$ cat src/rtl/chol_div_sched_if.sv
// rtl/chol_div_sched_if.sv - dividend feed, divider and result signals of the column scheduler
interface chol_div_sched_if #(
  parameter int IDX_W = 2
);
  logic             start;
  logic [IDX_W-1:0] col;
  logic [31:0]      diag;
  logic             num_valid;
  logic             num_ready;
  logic [31:0]      num_data;
  logic [IDX_W-1:0] num_row;
  logic             div_divisor_valid;
  logic [31:0]      div_divisor;
  logic             div_dividend_valid;
  logic [31:0]      div_dividend;
  logic [31:0]      div_out;
  logic             l_valid;
  logic [31:0]      l_data;
  logic [IDX_W-1:0] l_row;
  logic [IDX_W-1:0] l_col;
  logic             busy;
  logic             done;
  logic             err;

  modport slave (
    input  start, col, diag, num_valid, num_data, num_row, div_out,
    output num_ready, div_divisor_valid, div_divisor, div_dividend_valid, div_dividend,
           l_valid, l_data, l_row, l_col, busy, done, err
  );

  modport master (
    output start, col, diag, num_valid, num_data, num_row, div_out,
    input  num_ready, div_divisor_valid, div_divisor, div_dividend_valid, div_dividend,
           l_valid, l_data, l_row, l_col, busy, done, err
  );
endinterface

$ cat src/rtl/chol_div_sched.sv
// rtl/chol_div_sched.sv - Cholesky column scheduler feeding the fixed-point divider
module chol_div_sched #(
  parameter int N           = 4,
  parameter int DIV_LATENCY = 36,
  parameter int IDX_W       = (N > 1) ? $clog2(N) : 1
) (
  input  logic            clk,
  input  logic            rst,
  input  logic            clken,
  chol_div_sched_if.slave bus
);
  // One spare bit so counts up to N-1 never wrap in the comparisons.
  localparam int CNT_W = IDX_W + 1;

  typedef enum logic [1:0] {IDLE, ISSUE, DRAIN, FIN} state_t;

  state_t           state, state_nx;
  logic [IDX_W-1:0] col_q;
  logic [31:0]      diag_q;
  logic [CNT_W-1:0] expected, issued, results, exp_new;
  logic             busy_q, done_q, err_q;
  logic             dvd_valid_q;
  logic [31:0]      dvd_q;
  logic [IDX_W-1:0] issue_row_q;
  logic             tag_v   [DIV_LATENCY];
  logic [IDX_W-1:0] tag_row [DIV_LATENCY];
  logic             num_ready_c, xfer, l_valid_c, start_acc;

  // Off-diagonal rows below the diagonal: N-1-col of them.
  assign exp_new     = CNT_W'(N - 1) - CNT_W'(bus.col);
  assign num_ready_c = clken && (state == ISSUE) && (issued < expected);
  assign xfer        = num_ready_c && bus.num_valid;
  // The divider has no valid; the oldest tag marks the cycle its quotient is on div_out.
  assign l_valid_c   = clken && tag_v[DIV_LATENCY-1];
  assign start_acc   = clken && (state == IDLE) && bus.start;

  // Next-state logic; nothing moves on a clken-low cycle.
  always_comb begin
    state_nx = state;
    if (clken) begin
      case (state)
        IDLE: begin
          if (bus.start) begin
            if (bus.diag == 32'h0 || exp_new == '0) state_nx = FIN;
            else                                    state_nx = ISSUE;
          end
        end
        ISSUE: if (xfer && issued == expected - CNT_W'(1)) state_nx = DRAIN;
        DRAIN: if (results + CNT_W'(l_valid_c) == expected) state_nx = FIN;
        FIN:   state_nx = IDLE;
        default: state_nx = IDLE;
      endcase
    end
  end

  // State register.
  always_ff @(posedge clk) begin
    if (rst)        state <= IDLE;
    else if (clken) state <= state_nx;
  end

  // Column context, counters and status pulses.
  always_ff @(posedge clk) begin
    if (rst) begin
      col_q    <= '0;
      diag_q   <= '0;
      expected <= '0;
      issued   <= '0;
      results  <= '0;
      busy_q   <= 1'b0;
      done_q   <= 1'b0;
      err_q    <= 1'b0;
    end else if (clken) begin
      if (xfer)          issued  <= issued + CNT_W'(1);
      if (l_valid_c)     results <= results + CNT_W'(1);
      if (state == FIN)  busy_q  <= 1'b0;
      if (start_acc) begin
        col_q    <= bus.col;
        diag_q   <= bus.diag;
        expected <= exp_new;
        issued   <= '0;
        results  <= '0;
        busy_q   <= 1'b1;
      end
      done_q <= (state_nx == FIN);
      err_q  <= start_acc && (bus.diag == 32'h0);
    end
  end

  // Issue register: dividend and its row are presented the cycle after acceptance.
  always_ff @(posedge clk) begin
    if (rst) begin
      dvd_valid_q <= 1'b0;
      dvd_q       <= '0;
      issue_row_q <= '0;
    end else if (clken) begin
      dvd_valid_q <= xfer;
      if (xfer) begin
        dvd_q       <= bus.num_data;
        issue_row_q <= bus.num_row;
      end
    end
  end

  // Tag pipeline matched to the divider latency, fed from the issue register.
  always_ff @(posedge clk) begin
    if (rst) begin
      for (int i = 0; i < DIV_LATENCY; i++) begin
        tag_v[i]   <= 1'b0;
        tag_row[i] <= '0;
      end
    end else if (clken) begin
      tag_v[0]   <= dvd_valid_q;
      tag_row[0] <= issue_row_q;
      for (int i = 1; i < DIV_LATENCY; i++) begin
        tag_v[i]   <= tag_v[i-1];
        tag_row[i] <= tag_row[i-1];
      end
    end
  end

  assign bus.num_ready          = num_ready_c;
  assign bus.div_divisor_valid  = dvd_valid_q;
  assign bus.div_divisor        = diag_q;
  assign bus.div_dividend_valid = dvd_valid_q;
  assign bus.div_dividend       = dvd_q;
  assign bus.l_valid            = l_valid_c;
  assign bus.l_data             = bus.div_out;
  assign bus.l_row              = tag_row[DIV_LATENCY-1];
  assign bus.l_col              = col_q;
  assign bus.busy               = busy_q;
  assign bus.done               = done_q;
  assign bus.err                = err_q;
endmodule
$ cat src/flat_wrapper.sv
// flat-port wrapper written by rule: the top's interface ports become plain ports
module chol_div_sched_flat 
#(
  parameter int N           = 4,
  parameter int DIV_LATENCY = 36,
  parameter int IDX_W       = (N > 1) ? $clog2(N) : 1
)
  (clk, rst, clken, bus_start, bus_col, bus_diag, bus_num_valid, bus_num_data, bus_num_row, bus_div_out, bus_num_ready, bus_div_divisor_valid, bus_div_divisor, bus_div_dividend_valid, bus_div_dividend, bus_l_valid, bus_l_data, bus_l_row, bus_l_col, bus_busy, bus_done, bus_err);
  chol_div_sched_if #(.IDX_W(IDX_W)) bus_i ();
  input  logic clk;
  input  logic rst;
  input  logic clken;
  input wire logic [$bits(bus_i.start)-1:0] bus_start;
  input wire logic [$bits(bus_i.col)-1:0] bus_col;
  input wire logic [$bits(bus_i.diag)-1:0] bus_diag;
  input wire logic [$bits(bus_i.num_valid)-1:0] bus_num_valid;
  input wire logic [$bits(bus_i.num_data)-1:0] bus_num_data;
  input wire logic [$bits(bus_i.num_row)-1:0] bus_num_row;
  input wire logic [$bits(bus_i.div_out)-1:0] bus_div_out;
  output wire logic [$bits(bus_i.num_ready)-1:0] bus_num_ready;
  output wire logic [$bits(bus_i.div_divisor_valid)-1:0] bus_div_divisor_valid;
  output wire logic [$bits(bus_i.div_divisor)-1:0] bus_div_divisor;
  output wire logic [$bits(bus_i.div_dividend_valid)-1:0] bus_div_dividend_valid;
  output wire logic [$bits(bus_i.div_dividend)-1:0] bus_div_dividend;
  output wire logic [$bits(bus_i.l_valid)-1:0] bus_l_valid;
  output wire logic [$bits(bus_i.l_data)-1:0] bus_l_data;
  output wire logic [$bits(bus_i.l_row)-1:0] bus_l_row;
  output wire logic [$bits(bus_i.l_col)-1:0] bus_l_col;
  output wire logic [$bits(bus_i.busy)-1:0] bus_busy;
  output wire logic [$bits(bus_i.done)-1:0] bus_done;
  output wire logic [$bits(bus_i.err)-1:0] bus_err;
  assign bus_i.start = bus_start;
  assign bus_i.col = bus_col;
  assign bus_i.diag = bus_diag;
  assign bus_i.num_valid = bus_num_valid;
  assign bus_i.num_data = bus_num_data;
  assign bus_i.num_row = bus_num_row;
  assign bus_i.div_out = bus_div_out;
  assign bus_num_ready = bus_i.num_ready;
  assign bus_div_divisor_valid = bus_i.div_divisor_valid;
  assign bus_div_divisor = bus_i.div_divisor;
  assign bus_div_dividend_valid = bus_i.div_dividend_valid;
  assign bus_div_dividend = bus_i.div_dividend;
  assign bus_l_valid = bus_i.l_valid;
  assign bus_l_data = bus_i.l_data;
  assign bus_l_row = bus_i.l_row;
  assign bus_l_col = bus_i.l_col;
  assign bus_busy = bus_i.busy;
  assign bus_done = bus_i.done;
  assign bus_err = bus_i.err;
  chol_div_sched #(.N(N), .DIV_LATENCY(DIV_LATENCY), .IDX_W(IDX_W)) u_core (.clk(clk), .rst(rst), .clken(clken), .bus(bus_i));
endmodule
$ cat config.mk
export PLATFORM = sky130hd
export DESIGN_NAME = chol_div_sched_flat
export DESIGN_NICKNAME = d
export VERILOG_FILES = /design/src/rtl/chol_div_sched_if.sv /design/src/rtl/chol_div_sched.sv /design/src/flat_wrapper.sv
export SDC_FILE = /design/constraint.sdc
export NUM_CORES = 1
export LEC_CHECK = 0
export ABC_CLOCK_PERIOD_IN_PS = 3900
export CAP_MARGIN = 20
export CORE_MARGIN = 10
export CORE_UTILIZATION = 40
export CTS_CLUSTER_DIAMETER = 40
export DETAILED_ROUTE_END_ITERATION = 10
export PLACE_DENSITY = 0.75
export SLEW_MARGIN = 10
export SYNTH_ARGS = -nofsm -noshare
export SYNTH_HDL_FRONTEND = slang
export SYNTH_SLANG_ARGS = --single-unit
export TNS_END_PERCENT = 100
$ cat constraint.sdc
create_clock -name clk -period 3.9 [get_ports clk]
set_input_delay 0.39 -clock clk [delete_from_list [all_inputs] [get_ports clk]]
set_output_delay 0.39 -clock clk [all_outputs]
set_load 0.1 [all_outputs]
==> results.txt, run 1 <==
first-pass GRT wire length = 24,800 µm
startpoint type of the worst setup path = input pin
io pins = 212
Area contributors post-synth = edfxtp_1 (43%), dfxtp_1 (22%), and2_1 (8.5%), nand2_1 (7.3%), a21oi_1 (5.1%)
status = complete, no violations
asr flop ratio synth = 0
class of the worst hold path = in -> reg
Pre-antenna DRT Iters = 4
internal power = 3.30 mW
CTS sink count = 190
Sw Ratio = 0.254
Max Freq = 408 MHz
Yosys reg bits = 190
crit path DAT = 2.81 ns
max incr delay on CP = 0.71 ns
share of total power in the clock network = 0.391
hpwl dp = 9990 µm
synth unique cells = 40
DR iter-0 viols = 322
die area = 0.0246 mm²
GRT Util Overall = 0.127
Synth area leader = edfxtp_1
post-route minimum period = 2.45 ns
CTS max path bufs = 2
Cell Rows = 49
Synth Cell Area = 0.00748 mm²
Vias = 4,740
Routed Antenna Nets = 0
Resize count post-CTS = 0
leakage power = 3.44 nW
CP required = 4.26 ns
Final Non-Filler Cells = 1,004
most frequent cell on the critical path = ha_1
Syn-to-layout area delta = 25.7%
reg2reg end = u_core.state[0]
DRC viols = 0
YS warnings = 0
IO Port Bufs = 147
Top FF cell, synth = edfxtp_1
Synth Instances = 662
Clock Latency Late Sink = 0.43 ns
Min-Delay Endpoint = u_core.bus.done
register-to-register setup slack = 1.75 ns
largest net degree at the start of global routing = 103
Pwr Density = 471 mW/mm²
max-slew violations = 0
NetSw = 1.12 mW
CTS root buf = clkbuf_16
H-tree Lvls = 4
Max-cap violations = 0
number of synthesized flops with an enable pin = 108
Hold Path Stages = 4
via count of the first global-routing pass = 4,865
Final setup viols = 0
Worst Tran Pin Value = 1.04 ns
Tot Pwr = 4.43 mW
Final nets = 874
Initial Util = 0.411
hold path start = rst
final hold vios = 0
clock skew = 0.0115 ns
relative slew slack = 0.308
worst r2r path cells = 9
Logic pwr share = 0.103
WL final = 15,100 µm
post-CTS setup buffer count = 0
Die Y-Extent = 157 µm
critical path cell sequence = clkdlybuf4s50_1, nand2_1, inv_1, ha_1, ha_1, xor2_1, or4_4, nor3_4, a2111oi_4, nor3_2
Post-Synthesis Net Count = 774
CP max-delay cell = clkdlybuf4s50_1
CTS tree = built
CORE AREA = 0.0182 mm²
ANT cells = 0
share of layout cells above drive strength 1 = 0.0658
Vias/cell = 4.72
setup_tns = 0 ns
critical path peak fanout = 9
per-cell routed wire length = 15.1 µm
CP endpoint kind = flop
RSZ-0062 raised after global routing = no
share of the synthesized area in the top cell type = 0.433
Avg Cell Area, Syn = 11.3 µm²
FF-to-FF Start = u_core.tag_v[35]
die width = 157 µm
Clock transition at path regs = 0.07 ns
WS Path Type = in -> reg
GRT overflow = 0
pre-CTS WS = 1.00 ns
Max VDD drop = 0.337 mV
Final Worst Setup Slack = 1.45 ns
Num CTS Buffers = 17
routability cong. = 0.778
initial antenna violation count = 0
period utilisation layout = 0.629
Cells after DPL = 972
Seq pwr share = 0.506
sequential share of the synthesized area = 0.653
post-cts hold buffer count = 0
[worst max path at each step]
stage / from / endpoint / cells past startpoint
3_3_place_gp: clken / u_core.state[0] / 10
6_report: clken / u_core.state[0] / 10
2_1_floorplan: rst / u_core.tag_row[0][0] / 3
5_1_grt: clken / u_core.state[0] / 10
3_5_place_dp: clken / u_core.state[0] / 10
4_1_cts: u_core.bus.div_dividend_valid / bus_div_dividend_valid / 1
[logic make-up after synthesis]
group	share of synthesized area
flops	0.653
simple gates	0.197
fa+ha+maj	0.0117
buf+inv	0.0689
compound gates	0.0599
xor+xnor	0.00936
[synthesized netlist by cell type, drive strengths merged, types with 7 or more instances]
master and number:
buf 51, inv 7, clkbuf 21, a21oi 77, edfxtp 108, nand2 147, dfxtp 82, and2 102
ha 7, nor2 16, nor4 9
[power groups by stage]
| stage | sequential (mW) | combinational [mW] | clock [mW] |
|---|---|---|---|
| after floorplan | 2.43 | 0.308 | 0 |
| after global placement | 2.28 | 0.454 | 0 |
| after detailed placement | 2.28 | 0.457 | 0 |
| after CTS | 2.24 | 0.459 | 1.78 |
| after global routing | 2.25 | 0.483 | 1.86 |
| final | 2.24 | 0.454 | 1.73 |
[cell usage in the layout (no fill, tap or decap), types with 3 or more instances in the layout]
master,count
inv_4,3
inv_1,5
xor2_1,6
dfxtp_1,82
inv_6,3
a21oi_1,76
nand2_1,146
edfxtp_1,108
and2_1,102
clkdlybuf4s50_1,144
ha_1,7
nor2b_1,6
nor4_1,9
clkbuf_16,18
buf_4,8
nor2_1,15
[layer usage]
layer,up-vias,global-route usage,part of all wire
met5,-,0,0
li1,2382,-,-
met4,0,0.0445,0.0092
met3,15,0.0803,0.12
met1,2205,0.143,0.42
met2,138,0.190,0.45
[state kept, by name, indices dropped and copies added, names as in the netlist]
| name | flops |
|---|---|
| u_core.bus.done | 1 |
| u_core.bus.div_dividend_valid | 1 |
| u_core.bus.busy | 1 |
| u_core.issued | 3 |
| u_core.tag_row | 72 |
| u_core.state | 2 |
| u_core.bus.l_col | 2 |
| u_core.tag_v | 36 |
| u_core.bus.div_divisor | 32 |
| u_core.results | 3 |
| u_core.expected | 2 |
| u_core.bus.div_dividend | 32 |
| u_core.issue_row_q | 2 |
| u_core.bus.err | 1 |
[stage by stage]
| step | hold WS (ns) | cell area, µm² | utilization |
|---|---|---|---|
| floorplan | 0.432 | 7480 | - |
| CTS | 0.390 | 9400 | 0.516 |
| global route | 0.423 | 9400 | 0.516 |
| detailed placement | 0.446 | 8800 | 0.483 |
| global placement | 0.440 | 8800 | 0.483 |
| finish | 0.393 | 9400 | 0.516 |
[layout make-up]
type | instances | area, µm²
Multi-Input combinational cell | 393 | 2090
Clock inverter | 13 | 148
Tap cell | 229 | 287
Clock buffer | 19 | 454
Fill cell | 1552 | 8810
Sequential cell | 190 | 4880
Inverter | 7 | 33.8
Timing Repair Buffer | 153 | 1510
[critical path: cells and delay by family]
family	cells	cell delay, ns
adder cells (fa/ha/maj)	2	0.39
buffers and inverters	2	0.86
AO/OA/AOI/OAI	1	0.07
AND/OR/NAND/NOR	4	0.94
XOR/XNOR	1	0.15
(Power assumes the default switching activity.)
==> inputs of run 2 (changes only) <==
ABC_CLOCK_PERIOD_IN_PS = 2100   (was 3900)
PLACE_DENSITY = 0.78   (was 0.75)
clock period = 2.1 ns   (was 3.9 ns; I/O delays follow)
==> results.txt, run 2 (same netlist as run 1, synthesis figures left out) <==
status = complete, no violations
design area = 0.00945 mm² (+0.51%)
NetSw = 2.06 mW (+84%)
hpwl dp = 10,400 µm (+3.8%)
Cells after DPL = 982 (+1.0%)
leakage power = 3.66 nW (+6.3%)
Worst Tran Pin Value = 0.601 ns (-0.434 ns)
share of layout cells above drive strength 1 = 0.178 (+0.112)
DR iter-0 viols = 279 (-13%)
Pwr Density = 859 mW/mm² (+82%)
max incr delay on CP = 0.43 ns (-0.28 ns)
top flop regs = u_core.tag_row: 72 flops, u_core.tag_v: 36 flops
Final Non-Filler Cells = 1,015 (+1.1%)
Max Freq = 498 MHz
Final Worst Setup Slack = 0.0907 ns (-1.36 ns)
crit path DAT = 2.37 ns (-0.44 ns)
internal power = 6.06 mW (+83%)
DRC viols = 0 (unchanged)
Final nets = 885 (+1.3%)
critical path cell sequence = nand2_2, clkinvlp_4, ha_4, ha_4, xor2_1, or4_4, nor3_4, a2111oi_4, o21ai_1
period utilisation layout = 0.957
IO Port Bufs = 147 (unchanged)
die area = 0.0246 mm² (unchanged)
startpoint type of the worst setup path = flop
Clock transition at path regs = 0.07 ns (about the same)
commonest cells after routing, fill and taps aside = nand2_1 (145), edfxtp_1 (108), and2_1 (102)
setup_tns = 0 ns (unchanged)
largest reg by FF count = u_core.tag_row
Seq. cell area = 0.00488 mm² (unchanged)
CORE AREA = 0.0182 mm² (unchanged)
final core occ = 0.519 (+0.00261)
Logic pwr share = 0.108 (+0.005)
initial antenna violation count = 0 (unchanged)
Seq pwr share = 0.513 (+0.007)
Final setup viols = 0 (unchanged)
CP max-delay cell = or4_4
pre-CTS WS = -0.185 ns (-1.19 ns)
relative slew slack = 0.599 (+0.291)
first-pass GRT wire length = 24,700 µm (-0.36%)
largest net degree at the start of global routing = 55 (-47%)
routability cong. = 0.770 (-0.95%)
CP required = 2.46 ns (-1.80 ns)
Sw Ratio = 0.254 (about the same)
GRT overflow = 0 (unchanged)
Vias = 4,814 (+1.6%)
worst r2r path cells = 9 (unchanged)
H-tree Lvls = 4 (unchanged)
Multi-input gate area = 0.00213 mm² (+1.7%)
post-route minimum period = 2.01 ns
Pre-antenna DRT Iters = 4 (unchanged)
Max VDD drop = 0.615 mV (+83%)
Vias/cell = 4.74 (+0.46%)
DP Area = 0.00887 mm² (+0.81%)
max reg flops = 72 (unchanged)
share of total power in the clock network = 0.379 (-0.012)
Resize count post-CTS = 0 (unchanged)
Tot Pwr = 8.12 mW (+83%)
ANT cells = 0 (unchanged)
Routed Antenna Nets = 0 (unchanged)
CTS root buf = clkbuf_16
critical path peak fanout = 2 (-7)
Syn-to-layout area delta = 26.3%
CTS max path bufs = 2 (unchanged)
Max-cap violations = 0 (unchanged)
die width = 157 µm (unchanged)
WS Path Type = reg -> reg
per-cell routed wire length = 15.0 µm (-0.68%)
fill count = 1,563 (+0.71%)
CP endpoint kind = flop
CTS sink count = 190 (unchanged)
post-cts hold buffer count = 0 (unchanged)
final hold vios = 0 (unchanged)
clock skew = 0.0106 ns (-0.000842 ns)
most frequent cell on the critical path = ha_4
Cell Rows = 49 (unchanged)
final hold slack = 0.227 ns (-0.167 ns)
via count of the first global-routing pass = 4,943 (+1.6%)
commonest non-fill, non-tap cell in the layout = nand2_1
Num CTS Buffers = 17 (unchanged)
max-slew violations = 0 (unchanged)
Die Y-Extent = 157 µm (unchanged)
RSZ-0062 raised after global routing = yes
io pins = 212 (unchanged)
Clock Latency Late Sink = 0.42 ns (about the same)
class of the worst hold path = in -> reg
Initial Util = 0.411 (unchanged)
Hold Path Stages = 2 (-2)
GRT Util Overall = 0.126 (-0.000596)
post-CTS setup buffer count = 0 (unchanged)
CTS tree = built
WL final = 15,200 µm (+0.41%)
run 2: layout make-up:
type | count | share of cell area
Sequential cell | 190 | 0.517
Inverter | 7 | 0.00410
Multi-Input combinational cell | 393 | 0.225
Clock buffer | 21 | 0.0499
Timing Repair Buffer | 164 | 0.163
Tap cell | 229 | 0.0303
Clock inverter | 11 | 0.0105
run 2: power groups by stage:
stage	sequential [mW]	clock, mW	combinational [mW]
final	4.16	3.08	0.877
after global routing	4.18	3.28	0.936
after CTS	4.17	3.16	0.885
after detailed placement	4.24	0	0.882
after global placement	4.24	0	0.872
after floorplan	4.52	0	0.582
run 2: final timing paths:
kind               startpoint               endpoint  slack (ns)
max          u_core.tag_v[35]        u_core.bus.done        0.09
min                       rst  u_core.tag_row[0][69]        0.23
max reg2reg  u_core.tag_v[35]        u_core.bus.done        0.09
min reg2reg   u_core.bus.done        u_core.bus.done        0.45
run 2: per-layer routing:
metal  vias to the layer above  part of all wire  global-route usage
met2                       144              0.44               0.185
met1                      2254              0.43               0.148
li1                       2400                 -                   -
met4                         0             0.013              0.0463
met5                         -                 0                   0
met3                        16              0.12              0.0762
run 2: critical path, delay by kind of cell (launching register included):
kind | cells | cell delay [ns]
and+or+nand+nor | 3 | 0.76
xor gates and xnor gates | 1 | 0.13
adders and majority gates | 2 | 0.37
DFF | 1 | 0.39
AOI/OAI and AO/OA | 2 | 0.19
buffers and inverters | 1 | 0.11
